### config.mk
export PLATFORM = sky130hd
export DESIGN_NAME = bus_arbiter
export DESIGN_NICKNAME = d
export VERILOG_FILES = /design/src/rtl/bus_arbiter.sv
export SDC_FILE = /design/constraint.sdc
export NUM_CORES = 1
export LEC_CHECK = 0
export ABC_CLOCK_PERIOD_IN_PS = 1630
export BUFFER_PORTS_ARGS = -buffer_cell sky130_fd_sc_hd__buf_2
export CORE_MARGIN = 8
export CORE_UTILIZATION = 50
export DETAILED_ROUTE_END_ITERATION = 16
export PLACE_DENSITY = 0.84
export REMOVE_ABC_BUFFERS = 1
export SLEW_MARGIN = 30
export SYNTH_ARGS = -nofsm -noshare
export SYNTH_HDL_FRONTEND = slang
export SYNTH_SLANG_ARGS = --single-unit
### constraint.sdc
create_clock -name clk -period 1.63 [get_ports clk]
set_input_delay 0.326 -clock clk [delete_from_list [all_inputs] [get_ports clk]]
set_output_delay 0.326 -clock clk [all_outputs]
set_load 0.02 [all_outputs]
### src/rtl/bus_arbiter.sv
// Two-master serial bus arbiter with grant hold timeout and a one-cycle turnaround between owners.
// Optional feature macro: BUS_ARB_ROUND_ROBIN_EN (alternate winner on contention instead of fixed master-1 priority).
module bus_arbiter #(
  parameter int unsigned TIMEOUT_CYCLES = 255
) (
  input  logic clk,
  input  logic reset,
  input  logic m1_req,
  input  logic m2_req,
  input  logic m1_done,
  input  logic m2_done,
  output logic m1_grant,
  output logic m2_grant,
  output logic msel,
  output logic bus_busy,
  output logic timeout
);

  typedef enum logic [1:0] {
    IDLE     = 2'd0,
    GRANT_M1 = 2'd1,
    GRANT_M2 = 2'd2,
    RELEASE  = 2'd3
  } state_t;

  localparam logic [7:0] HOLD_LIMIT = 8'(TIMEOUT_CYCLES - 32'd1);
  localparam logic       MASTER_1   = 1'b0;
  localparam logic       MASTER_2   = 1'b1;

  state_t     state_r, state_s;
  logic [7:0] hold_cnt_r, hold_cnt_s;
  logic       last_grant_r, last_grant_s;
  logic       m1_grant_s, m2_grant_s, msel_s, bus_busy_s, timeout_s;
  logic       contend_m2_s;

  // Contention winner: the master that did not hold the bus last, or master 1 under fixed priority.
  always_comb begin
`ifdef BUS_ARB_ROUND_ROBIN_EN
    contend_m2_s = (last_grant_r == MASTER_1);
`else
    contend_m2_s = 1'b0;
`endif
  end

  // Next-state and next-output logic.
  always_comb begin
    state_s      = state_r;
    hold_cnt_s   = hold_cnt_r;
    last_grant_s = last_grant_r;
    m1_grant_s   = 1'b0;
    m2_grant_s   = 1'b0;
    msel_s       = msel;
    timeout_s    = 1'b0;
    case (state_r)
      IDLE: begin
        if ((m1_req && !m2_req) || (m1_req && m2_req && !contend_m2_s)) begin
          state_s      = GRANT_M1;
          m1_grant_s   = 1'b1;
          msel_s       = MASTER_1;
          hold_cnt_s   = 8'd0;
          last_grant_s = MASTER_1;
        end else if (m2_req) begin
          state_s      = GRANT_M2;
          m2_grant_s   = 1'b1;
          msel_s       = MASTER_2;
          hold_cnt_s   = 8'd0;
          last_grant_s = MASTER_2;
        end else begin
          state_s = IDLE;
        end
      end
      GRANT_M1: begin
        if (m1_done || !m1_req) begin
          state_s = RELEASE;
        end else if (hold_cnt_r == HOLD_LIMIT) begin
          state_s   = RELEASE;
          timeout_s = 1'b1;
        end else begin
          m1_grant_s = 1'b1;
          hold_cnt_s = (hold_cnt_r == 8'd255) ? 8'd255 : hold_cnt_r + 8'd1;
        end
      end
      GRANT_M2: begin
        if (m2_done || !m2_req) begin
          state_s = RELEASE;
        end else if (hold_cnt_r == HOLD_LIMIT) begin
          state_s   = RELEASE;
          timeout_s = 1'b1;
        end else begin
          m2_grant_s = 1'b1;
          hold_cnt_s = (hold_cnt_r == 8'd255) ? 8'd255 : hold_cnt_r + 8'd1;
        end
      end
      RELEASE: begin
        state_s = IDLE;
      end
      default: begin
        state_s = IDLE;
      end
    endcase
    bus_busy_s = (state_s != IDLE);
  end

  // State and registered outputs; reset wins over any grant in progress.
  always_ff @(posedge clk) begin
    if (reset) begin
      state_r      <= IDLE;
      hold_cnt_r   <= 8'd0;
      last_grant_r <= MASTER_2;
      m1_grant     <= 1'b0;
      m2_grant     <= 1'b0;
      msel         <= 1'b0;
      bus_busy     <= 1'b0;
      timeout      <= 1'b0;
    end else begin
      state_r      <= state_s;
      hold_cnt_r   <= hold_cnt_s;
      last_grant_r <= last_grant_s;
      m1_grant     <= m1_grant_s;
      m2_grant     <= m2_grant_s;
      msel         <= msel_s;
      bus_busy     <= bus_busy_s;
      timeout      <= timeout_s;
    end
  end

endmodule

Yosys cells after proc, flatten, opt, wreduce, memory -nomap -nowiden
Cells that the tools add are included.
- divide/modulo/power cells: 0
- muxes and demuxes: 27
- reduce and logical (&&, ||, !) cells: 13
- multiply operators: 0
- shift-type cells: 0
- eq/ne operators: 8
- bitwise operators: 0
- add/subtract/negate cells: 1
- order comparisons: 0
- operator list (operator ; number):
    $mux 8 ; 6
    $pmux 8 s3 ; 1
    $eq 8x8->1 const B ; 2
    $mux 1 ; 11
    $mux 2 ; 5
    $add 8x1->8 const B ; 1
    $pmux 2 s4 ; 1
    $pmux 1 s2 ; 3
    $eq 2x2->1 const B ; 2
    $ne 2x2->1 const B ; 2
    $reduce_and 4->1 ; 1
    $reduce_bool 2->1 ; 2
    $logic_or 1x1->1 ; 3
    $ne 3x3->1 const B ; 1
    $reduce_bool 3->1 ; 1
    $eq 2x1->1 const B ; 1
    $logic_and 1x1->1 ; 2
    $logic_not 1->1 ; 2
    $logic_not 2->1 ; 1
    $reduce_and 2->1 ; 1
- bits in read-only memories: 0
- bits in registers: 15
- memory bits (writable): 0
- memories: 0
- latch bits: 0
- bits of input ports: 6

Logic depth before layout (Yosys ltp)
- depth after elaboration: 6
- gate-level depth with buffers: 8
- mapped depth without buffers: 6

Worst setup path before layout
No wires, ideal clock.
- path type: flip-flop to flip-flop
- start: register state_r[1]
- end: register hold_cnt_r[6]
- period minus slack after synthesis: 1.646 ns
- stages on the path, launching flop included: 8
- data required time: 1.505 ns
- setup slack: -0.016 ns
- arrival: 1.521 ns
- path through: dfxtp_1 -> inv_1 -> ha_1 -> a221oi_2 -> o221a_4 -> buf_6 -> a21boi_1 -> o32ai_1
- cells in the longest elaborated chain, start to end: 3
- elaborated cells on any way between the ends: 9
- classes of those cells: eq/ne: 5; mux: 1; reduce/logical: 3
- ends and longest elaborated chain (item ; line ; text):
    from (decl) ; 30 ; state_t state_r, state_s;
    from (signal assigned) ; 116 ; state_r <= state_s;
    $eq 2x2->1, or another cell as far along ; 54 ; case (state_r)
    $ne 2x2->1 (no line), or another cell as far along ; -- ;
    $reduce_and 4->1 (no line) ; -- ;
    to (signal assigned) ; 117 ; hold_cnt_r <= hold_cnt_s;
    to (decl) ; 31 ; logic [7:0] hold_cnt_r, hold_cnt_s;
Parallel ways exist; a longest one is shown, timed or not.
A chain may end at the register's enable or synchronous reset.

Worst setup path in the final report
- start: register state_r[1]
- end: register hold_cnt_r[0]
Same word-level chain as after synthesis.

==> flow_metrics.py <==
metrics = {
    "floorplan": {
        "coreArea_um2": 1690,
        "die_area_um2": 3380,
        "standard_cell_row_count": 15,
        "die_y_um": 58.1,
        "initial_cell_density_of_the_core_pct": 52.5,
        "top_level_ports": 11,
        "chipWidth_um": 58.1,
    },
    "worst_setup_path": {
        "setup.worst_path.end_class": "flop",
        "reg2regPathDepth": 6,
        "regToRegSetupSlack_ns": 0.03,
        "critical_path.startpoint_type": "flop",
        "worst_setup_path_startpoint": "state_r[1]$_SDFF_PP0_",
        "arrival_ns": 1.85,
        "worst_r2r_startpoint": "state_r[1]$_SDFF_PP0_",
        "critical_path.endpoint": "hold_cnt_r[0]$_SDFFE_PP0P_",
        "critical_path.max_fanout": 7,
        "timing.critical_path.required_ns": 1.88,
        "timing.rr.end": "hold_cnt_r[0]$_SDFFE_PP0P_",
        "path_class": "flop to flop",
    },
    "synth": {
        "post_synth_xor_area_fraction_pct": 0,
        "yosys_warnings": 0,
        "post_synth_and_or_nand_nor_area_fraction_pct": 20.6,
        "syn_area_per_cell_um2": 9.34,
        "yosysSeqAreaShare_pct": 33.9,
        "synth.distinct_cells": 32,
        "number_of_storage_elements_in_the_synthesis_netlist": 15,
        "post_synth_instance_area_um2": 887,
        "muxShareOfSynthArea_pct": 3.95,
        "largest_family_of_logic_cells_by_synthesized_area": "compound AO/OA/AOI/OAI gates",
        "yosys.area_share.adder_pct": 8.46,
        "synthCells": 95,
        "synth-compound-area-share_pct": 27.2,
    },
    "power": {
        "cellPowerDensity_nw_per_um2": 1310,
        "cellLeakagePower_nw": 0.454,
        "intPower_mw": 0.922,
        "p_seq_share_pct": 30.5,
        "power_switching_mw": 0.598,
        "total_power_mw": 1.52,
        "pwr-share-clk_pct": 14.8,
        "net_sw_share_pct": 39.3,
        "power.ir.vdd_worst_mv": 0.863,
        "combinationalPowerShare_pct": 54.7,
    },
    "sta": {
        "slew-limit-headroom_pct": 77.9,
        "clock.fmax_ghz": 0.625,
        "slew_of_the_pin_with_the_lowest_slew_margin_ns": 0.332,
        "setup_total_negative_slack_ns": 0,
        "finalMaxSlewViolations": 0,
        "timing.final.crit_share_pct": 98.2,
        "min_period_ns": 1.60,
        "worst_hold_slack_ns": 0.359,
        "final.setup_skew_ns": 0.0136,
        "rsz_0062_raised_after_global_routing": "yes",
        "finalSetupViolCount": 0,
        "finalHoldViolCount": 0,
    },
    "clocking": {
        "cts.clk_slew.worst_paths_ns": 0.10,
        "clock_root_buffer": "sky130_fd_sc_hd__clkbuf_4",
        "cts-hold-fix-buffers": 0,
        "ctsLongestPathBuffers": 2,
        "cts_buffers": 3,
        "clock_sink_count": 15,
        "tritoncts": "yes",
        "cts_htree_levels": 1,
        "clkLatencyLatePin_ns": 0.30,
    },
    "grt": {
        "grt_antenna_before_repair": 0,
        "largest_net_degree_at_the_start_of_global_routing": 16,
        "first_global_vias": 825,
        "grtUsageTotal_pct": 14.1,
        "grt_pass1_wl_um": 3660,
        "gr-total-overflow": 0,
    },
    "layout": {
        "antenna-diode-count": 0,
        "final_cell_count_no_fill": 138,
        "syn2layout_area_growth_pct": 31.2,
        "drive_gt1_share_pct": 41.3,
        "num-nets-final": 134,
        "multiInputGateArea_um2": 624,
        "mostFrequentLayoutCell": "sky130_fd_sc_hd__buf_4",
        "final.fill_count": 133,
        "layout.cells.most_common_list": "sky130_fd_sc_hd__buf_4, sky130_fd_sc_hd__dfxtp_1, sky130_fd_sc_hd__buf_2",
        "seqCellArea_um2": 308,
    },
    "route": {
        "drt_first_iter_violations": 30,
        "drt_first_pass_iters": 4,
        "route.final.wire_length_um": 2300,
        "vias_per_cell": 6.25,
        "drt.antenna.violating_nets": 0,
        "remaining_drc_errors": 0,
        "num_vias": 863,
        "route.detailed.wl_per_inst_um": 16.7,
    },
    "job": {
        "max-cap-violations": 0,
    },
    "placement": {
        "dpl.hpwl_um": 1480,
        "place.gp.congestion": 0.873,
        "dpl.cell_count": 130,
        "placement.io_buffers": 10,
    },
    "run_status": {
        "run_status": "complete, no violations",
    },
    "hold_path": {
        "min_path_type": "input port to flop",
    },
}
routing by layer:
metal	global-route usage (%)	up-vias	part of all wire, %
met2	23.6	27	50
li1	-	412	-
met1	16.1	419	42
met5	0	-	0
met3	3.97	5	6.4
met4	6.29	0	1.7
state kept, by name, summed over array words and instances, names as in the netlist:
name / cells
hold_cnt_r: 8
state_r: 2
bus_busy: 1
m1_grant: 1
m2_grant: 1
msel: 1
timeout: 1
Yosys cell counts:
cell type / n / area [um2]
sky130_fd_sc_hd__inv_1: 7 / 26.3
sky130_fd_sc_hd__nor2_1: 7 / 26.3
sky130_fd_sc_hd__mux2_4: 1 / 15.0
sky130_fd_sc_hd__nand3_1: 2 / 10.0
sky130_fd_sc_hd__ha_1: 6 / 75.1
sky130_fd_sc_hd__o221a_4: 1 / 20.0
sky130_fd_sc_hd__a21o_1: 1 / 7.51
sky130_fd_sc_hd__nand4_4: 1 / 21.3
sky130_fd_sc_hd__or2b_1: 2 / 15.0
sky130_fd_sc_hd__a21boi_1: 1 / 7.51
sky130_fd_sc_hd__buf_6: 2 / 22.5
sky130_fd_sc_hd__o21ai_0: 3 / 15.0
sky130_fd_sc_hd__nor3_1: 4 / 20.0
sky130_fd_sc_hd__nand2_1: 4 / 15.0
sky130_fd_sc_hd__o31ai_1: 2 / 15.0
sky130_fd_sc_hd__nor2b_1: 2 / 12.5
sky130_fd_sc_hd__clkbuf_1: 1 / 3.75
sky130_fd_sc_hd__a32oi_1: 1 / 8.76
sky130_fd_sc_hd__nor3b_1: 1 / 7.51
sky130_fd_sc_hd__a41oi_1: 1 / 8.76
sky130_fd_sc_hd__a21oi_1: 6 / 30.0
sky130_fd_sc_hd__a211oi_2: 2 / 25.0
sky130_fd_sc_hd__a31oi_1: 2 / 12.5
sky130_fd_sc_hd__nand4_1: 3 / 18.8
sky130_fd_sc_hd__and4_4: 1 / 11.3
sky130_fd_sc_hd__nand2b_1: 3 / 18.8
sky130_fd_sc_hd__a211oi_1: 7 / 52.6
sky130_fd_sc_hd__mux2i_1: 2 / 20.0
sky130_fd_sc_hd__a221oi_2: 2 / 30.0
sky130_fd_sc_hd__and3_1: 1 / 6.26
sky130_fd_sc_hd__o32ai_1: 1 / 8.76
sky130_fd_sc_hd__dfxtp_1: 15 / 300
power groups by stage:
| stage | clock [mW] | combinational [mW] | sequential (mW) |
|---|---|---|---|
| after global placement | 0 | 0.596 | 0.447 |
| after floorplan | 0 | 0.389 | 0.469 |
| after CTS | 0.219 | 0.777 | 0.456 |
| final | 0.225 | 0.832 | 0.463 |
| after global routing | 0.236 | 0.891 | 0.468 |
| after detailed placement | 0 | 0.622 | 0.451 |
area by class of cell:
type	instances	area share, %
Clock buffer	4	2.26
Inverter	7	2.47
Multi-Input combinational cell	71	53.7
Sequential cell	15	26.5
Tap cell	17	1.83
Timing Repair Buffer	24	13.3
how the worst min path moves through the flow:
stage | endpoint | from | cells past startpoint | slack [ns]
3_3_place_gp | msel$_SDFFE_PP0P_ | msel$_SDFFE_PP0P_ | 2 | 0.49
3_5_place_dp | msel$_SDFFE_PP0P_ | msel$_SDFFE_PP0P_ | 2 | 0.51
2_1_floorplan | hold_cnt_r[2]$_SDFFE_PP0P_ | reset | 1 | 0.39
5_1_grt | state_r[1]$_SDFF_PP0_ | m2_req | 3 | 0.37
6_report | state_r[1]$_SDFF_PP0_ | m2_req | 3 | 0.36
4_1_cts | state_r[1]$_SDFF_PP0_ | m2_req | 3 | 0.36
critical path, stage by stage, from the launching register on:
cell	delay, ns
sky130_fd_sc_hd__dfxtp_4	0.39
sky130_fd_sc_hd__inv_4	0.05
sky130_fd_sc_hd__ha_4	0.17
sky130_fd_sc_hd__a221oi_4	0.28
sky130_fd_sc_hd__o221a_4	0.29
sky130_fd_sc_hd__mux2_4	0.31
sky130_fd_sc_hd__nor2_2	0.07
stage by stage:
stage,instance area (um2),setup WS (ns),utilization (%)
floorplan,861,-0.0315,-
global placement,1010,-0.0435,60.1
detailed placement,1010,-0.0961,60.1
CTS,1130,0.0245,67.0
global route,1160,-0.0478,68.9
finish,1160,0.0292,68.9
logic make-up after synthesis:
kind of cell             count (synthesis)
multiplexers                             3
AND/OR/NAND/NOR                         31
flip-flops                              15
adder cells (fa/ha/maj)                  6
buffers and inverters                   10
AO/OA/AOI/OAI                           30
repair_timing:
item,CTS,global route
gates resized for setup,12,9
buffers inserted,3,0
gates cloned,1,0
pin swaps,2,4
endpoints found under the setup margin,8,8
(Power assumes the default switching activity.)
